## src/rtl/rcs_serial_sub.sv

```systemverilog
// Bit-serial ripple-borrow subtractor: d = a - b, one bit per clock, LSB first.
// Operands and results move through independent valid/ready handshakes.
module rcs_serial_sub #(
  parameter int unsigned WIDTH = 4
) (
  input  logic             clk,
  input  logic             rst_n,
  input  logic             in_valid_i,
  output logic             in_ready_o,
  input  logic [WIDTH-1:0] a_i,
  input  logic [WIDTH-1:0] b_i,
  output logic             out_valid_o,
  input  logic             out_ready_i,
  output logic [WIDTH-1:0] d_o,
  output logic             bout_o
);

  localparam int unsigned IdxW = (WIDTH > 1) ? $clog2(WIDTH) : 1;
  localparam logic [IdxW-1:0] LastIdx = IdxW'(WIDTH - 1);

  typedef enum logic [1:0] {StIdle, StRun, StDone} state_e;

  state_e            state_q;
  logic [WIDTH-1:0]  a_q, b_q, d_q;
  logic [IdxW-1:0]   idx_q;
  logic              br_q, bout_q;

  logic ai, bi, diff_bit, br_next;

  // Single time-shared full-subtractor cell
  always_comb begin
    ai       = a_q[idx_q];
    bi       = b_q[idx_q];
    diff_bit = ai ^ bi ^ br_q;
    br_next  = (~ai & bi) | (~(ai ^ bi) & br_q);
  end

  always_ff @(posedge clk or negedge rst_n) begin
    if (!rst_n) begin
      state_q <= StIdle;
      a_q     <= '0;
      b_q     <= '0;
      d_q     <= '0;
      idx_q   <= '0;
      br_q    <= 1'b0;
      bout_q  <= 1'b0;
    end else begin
      unique case (state_q)
        StIdle: begin
          if (in_valid_i) begin
            a_q     <= a_i;
            b_q     <= b_i;
            d_q     <= '0;
            idx_q   <= '0;
            br_q    <= 1'b0;
            state_q <= StRun;
          end
        end
        StRun: begin
          d_q[idx_q] <= diff_bit;
          br_q       <= br_next;
          if (idx_q == LastIdx) begin
            bout_q  <= br_next;
            state_q <= StDone;
          end else begin
            idx_q <= idx_q + IdxW'(1);
          end
        end
        StDone: begin
          if (out_ready_i) begin
            state_q <= StIdle;
          end
        end
        default: state_q <= StIdle;
      endcase
    end
  end

  // Handshake flags decode from state only, so no input reaches an output combinationally
  assign in_ready_o  = (state_q == StIdle);
  assign out_valid_o = (state_q == StDone);
  assign d_o         = d_q;
  assign bout_o      = bout_q;

endmodule
```

## config.mk

```make
export PLATFORM = sky130hd
export DESIGN_NAME = rcs_serial_sub
export DESIGN_NICKNAME = d
export VERILOG_FILES = /design/src/rtl/rcs_serial_sub.sv
export SDC_FILE = /design/constraint.sdc
export NUM_CORES = 1
export LEC_CHECK = 0
export BUFFER_PORTS_ARGS = -buffer_cell sky130_fd_sc_hd__buf_4
export CAP_MARGIN = 20
export CELL_PAD_IN_SITES_DETAIL_PLACEMENT = 1
export CELL_PAD_IN_SITES_GLOBAL_PLACEMENT = 1
export CORE_ASPECT_RATIO = 1.25
export CORE_MARGIN = 2
export CORE_UTILIZATION = 42
export CTS_BUF_LIST = sky130_fd_sc_hd__clkbuf_16
export DETAILED_ROUTE_END_ITERATION = 10
export PLACE_DENSITY = 0.87
export SLEW_MARGIN = 0
export SYNTH_ARGS = -nofsm -noshare
export SYNTH_HDL_FRONTEND = slang
export SYNTH_SLANG_ARGS = --single-unit
export TNS_END_PERCENT = 1
```

## constraint.sdc

```tcl
create_clock -name clk -period 2.1 [get_ports clk]
set_input_delay 0.21 -clock clk [delete_from_list [all_inputs] [get_ports clk]]
set_output_delay 0.21 -clock clk [all_outputs]
set_load 0.03 [all_outputs]
```

# Word-level counts from Yosys, hierarchy flattened
# Index checks and enable logic that the tools add are counted.
dict set report word_totals {
  regBits 18
  output_inout_bits 7
}
dict set report op_classes {
  n_addsub 1
  n_lt_le_gt_ge 2
  eq_ne 7
  n_mux 18
  bitwise 7
  reduce_logical 8
}
# operator n
set op_table {}
lappend op_table {{two-way mux 2 bit} 5}
lappend op_table {{case mux 4 bit (2 select lines)} 1}
lappend op_table {{inequality test 2 bit (second input constant)} 3}
lappend op_table {{case mux 2 bit (3 select lines)} 1}
lappend op_table {{AND reduction 2 bit} 3}
lappend op_table {{AND reduction 3 bit} 2}
lappend op_table {{binary-select mux 1 bit (select 2 bit)} 2}
lappend op_table {{bitwise mux 4 bit} 1}
lappend op_table {{== test 2 bit (second input constant)} 2}
lappend op_table {{two-way mux 1 bit} 4}
lappend op_table {{two-way mux 4 bit} 1}
lappend op_table {{case mux 2 bit (2 select lines)} 1}
lappend op_table {{less-than comparator 2 x 3 -> 1 bit (second input constant)} 1}
lappend op_table {{adder 2 x 1 -> 2 bit (second input constant)} 1}
lappend op_table {{AND 1 bit} 2}
lappend op_table {{demux 1 bit (select 2 bit)} 1}
lappend op_table {{== test 2 x 1 -> 1 bit (second input constant)} 1}
lappend op_table {{greater-or-equal comparator 2 x 1 -> 1 bit (second input constant)} 1}
lappend op_table {{logical NOT 2 bit} 1}
lappend op_table {{inequality test 2 x 1 -> 1 bit (second input constant)} 1}
lappend op_table {{NOT 1 bit} 2}
lappend op_table {{case mux 1 bit (2 select lines)} 1}
lappend op_table {{nonzero test 2 bit} 1}
lappend op_table {{XOR 1 bit} 2}
lappend op_table {{other kinds (2)} 2}

# Depth between registers and ports, before layout
dict set report logic_depth {
  depth_word 7
  mapped_depth 5
}

# Worst setup path before layout
# No wires, ideal clock.
dict set report synth_timing {
  path_kind {reg-to-reg}
  startpoint {register idx_q[0]}
  endpoint {register d_q[1], in the netlist d_o[1]}
  setup_ns 0.090
  arrival_ns 1.733
  required_ns 2.010
  slack_ns 0.277
  stages_incl_launch_ff 5
  period_less_slack_ns 1.823
  cell_sequence {dfrtp_1 -> mux4_2 -> fa_1 -> nand2b_1 -> o221ai_1}
}
dict set report synth_via {
  elab_chain_cells 6
}
# item line_no
set synth_lines {}
lappend synth_lines {{from (decl)} 25} ;# logic [IdxW-1:0] idx_q;
lappend synth_lines {{from (signal assigned)} 66} ;# idx_q <= idx_q + IdxW'(1);
lappend synth_lines {{less-than comparator 2 x 3 -> 1 bit (implied by the code), or another cell as far along} 60} ;# d_q[idx_q] <= diff_bit;
lappend synth_lines {{logical AND 1 bit (implied by the code), or another cell as far along} 60}
lappend synth_lines {{two-way mux 1 bit (implied by the code) / XOR 1 bit (equally long branches)} {60, 34}}
lappend synth_lines {{demux 1 bit (select 2 bit) / XOR 1 bit (equally long branches)} {60, 34}}
lappend synth_lines {{bitwise mux 4 bit (*)} 60}
lappend synth_lines {{case mux 4 bit (2 select lines) (*)} 48} ;# unique case (state_q)
lappend synth_lines {{to (signal, indexed assignment)} 60}
lappend synth_lines {{to (decl)} 24} ;# logic [WIDTH-1:0] a_q, b_q, d_q;
# Mark *: on every way between the ends. The rest lies on a longest branch, timed or not. The select of a mux whose other input is x is not followed.
# A chain may end at the register's enable or synchronous reset.

# Worst setup path in the final report
# Ends and elaborated chain as after synthesis.

==> results.yml <==
clock_tree:
  cts_tree: "yes"
  cts_buffers: 3
  clock_path_buffers: 2
  cts_sinks: 18
  cts_setup_buffers: 0
  clk_pin_slew_ns: 0.05
  ctsResizeCount: 0
  clkLatencyLatePin_ns: 0.25
  h-tree-depth: 1
  root_buffer: "clkbuf_16"
route:
  firstDrtPassIters: 4
  via_per_inst: 5.17
  drt-total-wl_um: 1830
  drc: 0
  vias: 667
  routedWlPerCell_um: 14.2
  drtIter0Drc: 14
  ant_nets: 0
timing:
  fin_crit_sh: 0.930
  clock.fmax_mhz: 512
  finalMaxSlewViolations: 0
  finalSetupTns_ns: 0
  hold_ws_ns: 0.148
  rsz0062_at_grt: "false"
  slew_headroom: 0.705
  finalCriticalPeriod_ns: 1.95
  setup_viol: 0
  fin_worst_skew_ns: 0.00471
  worst_pin_slew_ns: 0.442
  finalHoldViolations: 0
setup_path:
  arrival_ns: 2.07
  cp-start-kind: "register"
  slowest_delay_ns: 0.55
  reg2reg_from: "idx_q[0]"
  critPathKind: "register to register"
  critical_path_required_ns: 2.21
  crit_path_top_delay_cell: "mux4_2"
  startpoint: "idx_q[0]"
  critPathCaptureType: "register"
  crit_fanout: 7
  crit_chain: "mux4_2, inv_1, fa_1, nand2b_1, o221ai_1"
  ff2ff_path_depth: 5
finish:
  instances_no_fill: 129
  multiInputGateArea_um2: 425
  register_area_um2: 450
  antennaDiodeCount: 0
  num-fill-cells: 234
  drive_gt1_frac: 0.347
  area_growth_pct: 26.2
  fin_nets: 116
global_routing:
  grtUsageTotal: 0.182
  grt-busiest-layer: "met2"
  grt_pass1_wl_um: 3420
  grt_use_met3: 0.0289
  grt-ovfl-total: 0
  first_global_vias: 739
  grt_use_met1: 0.230
  met2_usage: 0.282
  antenna_found_initial: 0
  grt_max_degree: 20
logic_synthesis:
  synthAdderAreaFrac: 0.0745
  yosysSeqAreaShare: 0.479
  synth_area_per_cell_um2: 12.2
  syn_inst: 77
  synth-seq-cells: 18
  synth_top_family_by_area: "multiplexers"
  synth_fp_nets: 94
  synthSimpleGateAreaFrac: 0.140
  synth_compound_area_frac: 0.0838
  synthDistinctLibCells: 24
  synth-xor-area-share: 0
  netlist_area_um2: 941
  synthMuxAreaShare: 0.154
  yosysWarnings: 0
pwr:
  power.total_mw: 1.94
  pwr_density_cell_nw_per_um2: 1640
  peakVddDrop_mv: 0.840
  p_leak_nw: 0.545
floorplan:
  core_area_um2: 2160
  die_area_um2: 2640
  start_util: 0.435
  die_w_um: 46.3
  ios: 19
  row_count: 19
  die_h_um: 56.9
placement:
  port_buffers: 18
  dpl.hpwl_um: 1360
  gp_congestion: 0.718
  dp_cells: 124
hold_path:
  whs_path_depth: 2
  min_path_type: "input port to register"
  hp-start: "out_ready_i"
run_status:
  status: "finished, final reports clean"
job:
  maxCapViolCount: 0
==> final cells by class <==
class | count | area share
clock inverters | 1 | 0.00316
multi-input cells | 45 | 0.358
inverters | 11 | 0.0348
repair buffers | 20 | 0.129
flip-flops and latches | 18 | 0.379
well taps | 31 | 0.0327
clock buffers | 3 | 0.0632
==> power by group <==
group          leakage, nW  switching (mW)  total [mW]  internal, mW
Clock               0.0385           0.131       0.384         0.253
Sequential           0.222           0.135       0.647         0.513
Combinational        0.284           0.475       0.911         0.436
Total                0.545           0.740        1.94          1.20
==> cell usage in the layout (no fill, tap or decap), types with 2 or more instances in the layout <==
master / Yosys / routed
nand3_1: 2 / 2
nand3b_1: 5 / 5
nand2_1: 4 / 4
inv_1: 11 / 11
dfrtp_1: 18 / 18
o211ai_1: 2 / 2
ha_1: 4 / 4
mux2_2: 8 / 8
o221ai_1: 4 / 4
clkbuf_16: 0 / 3
mux4_2: 2 / 2
nand2b_1: 4 / 4
buf_4: 1 / 19
==> cells in the mapped netlist, drive strengths merged <==
cell type   n  area, um^2
dfrtp      18         450
inv        11        41.3
mux2        8        90.1
nand3b      5        37.5
ha          4        50.1
nand2       4        15.0
nand2b      4        25.0
o221ai      4        35.0
buf         3        23.8
mux4        2        45.0
nand3       2        10.0
o211ai      2        15.0
a21oi       1        5.00
fa          1        20.0
mux2i       1        10.0
nand4bb     1        11.3
nor2        1        3.75
nor3b       1        18.8
o21ai       1        5.00
o21ba       1        10.0
o32ai       1        8.76
or4b        1        10.0
==> worst max-delay path, delay by kind of cell (launching register included) <==
| family | cells | cell delay [ns] |
|---|---|---|
| muxes | 1 | 0.55 |
| buffers and inverters | 1 | 0.08 |
| DFF | 1 | 0.49 |
| adders and majority gates | 1 | 0.40 |
| AOI/OAI and AO/OA | 1 | 0.14 |
| and+or+nand+nor | 1 | 0.16 |
==> cells by family after synthesis <==
| kind of cell | Yosys count |
|---|---|
| simple gates | 19 |
| flops | 18 |
| buf+inv | 14 |
| mux | 11 |
| compound gates | 10 |
| fa+ha+maj | 5 |
==> stage by stage <==
step / area (um^2) / setup WS (ns) / utilization
after floorplan: 941 / 0.277 / -
after global placement: 1100 / 0.219 / 0.508
after detailed placement: 1100 / 0.124 / 0.508
after CTS: 1190 / 0.119 / 0.549
after global routing: 1190 / 0.00785 / 0.549
final: 1190 / 0.146 / 0.549
==> flip-flops by register name (all words and copies together), names as in the netlist <==
| name | cells |
|---|---|
| a_q | 4 |
| state_q | 2 |
| d_o | 4 |
| b_q | 4 |
| idx_q | 2 |
| br_q | 1 |
| bout_o | 1 |
==> worst paths after layout <==
kind / end / slack (ns)
max reg2reg: d_o[1] / 0.15
max in group asynchronous: b_q[0] / 1.54
max: d_o[1] / 0.15
min: state_q[1] / 0.15
min reg2reg: a_q[3] / 0.51
min in group asynchronous: d_o[3] / 0.37
==> per-layer routing <==
metal | vias to the layer above | wire (um)
met4 | 0 | 65
li1 | 312 | -
met2 | 17 | 977
met3 | 5 | 49
met5 | - | 0
met1 | 333 | 738
==> what timing repair did <==
action / CTS / global route
setup endpoints to repair: 0 / 0
endpoints found under the hold margin: 18 / 0
hold buffers: 1 / 0
Power figures use the tool's default switching activity.
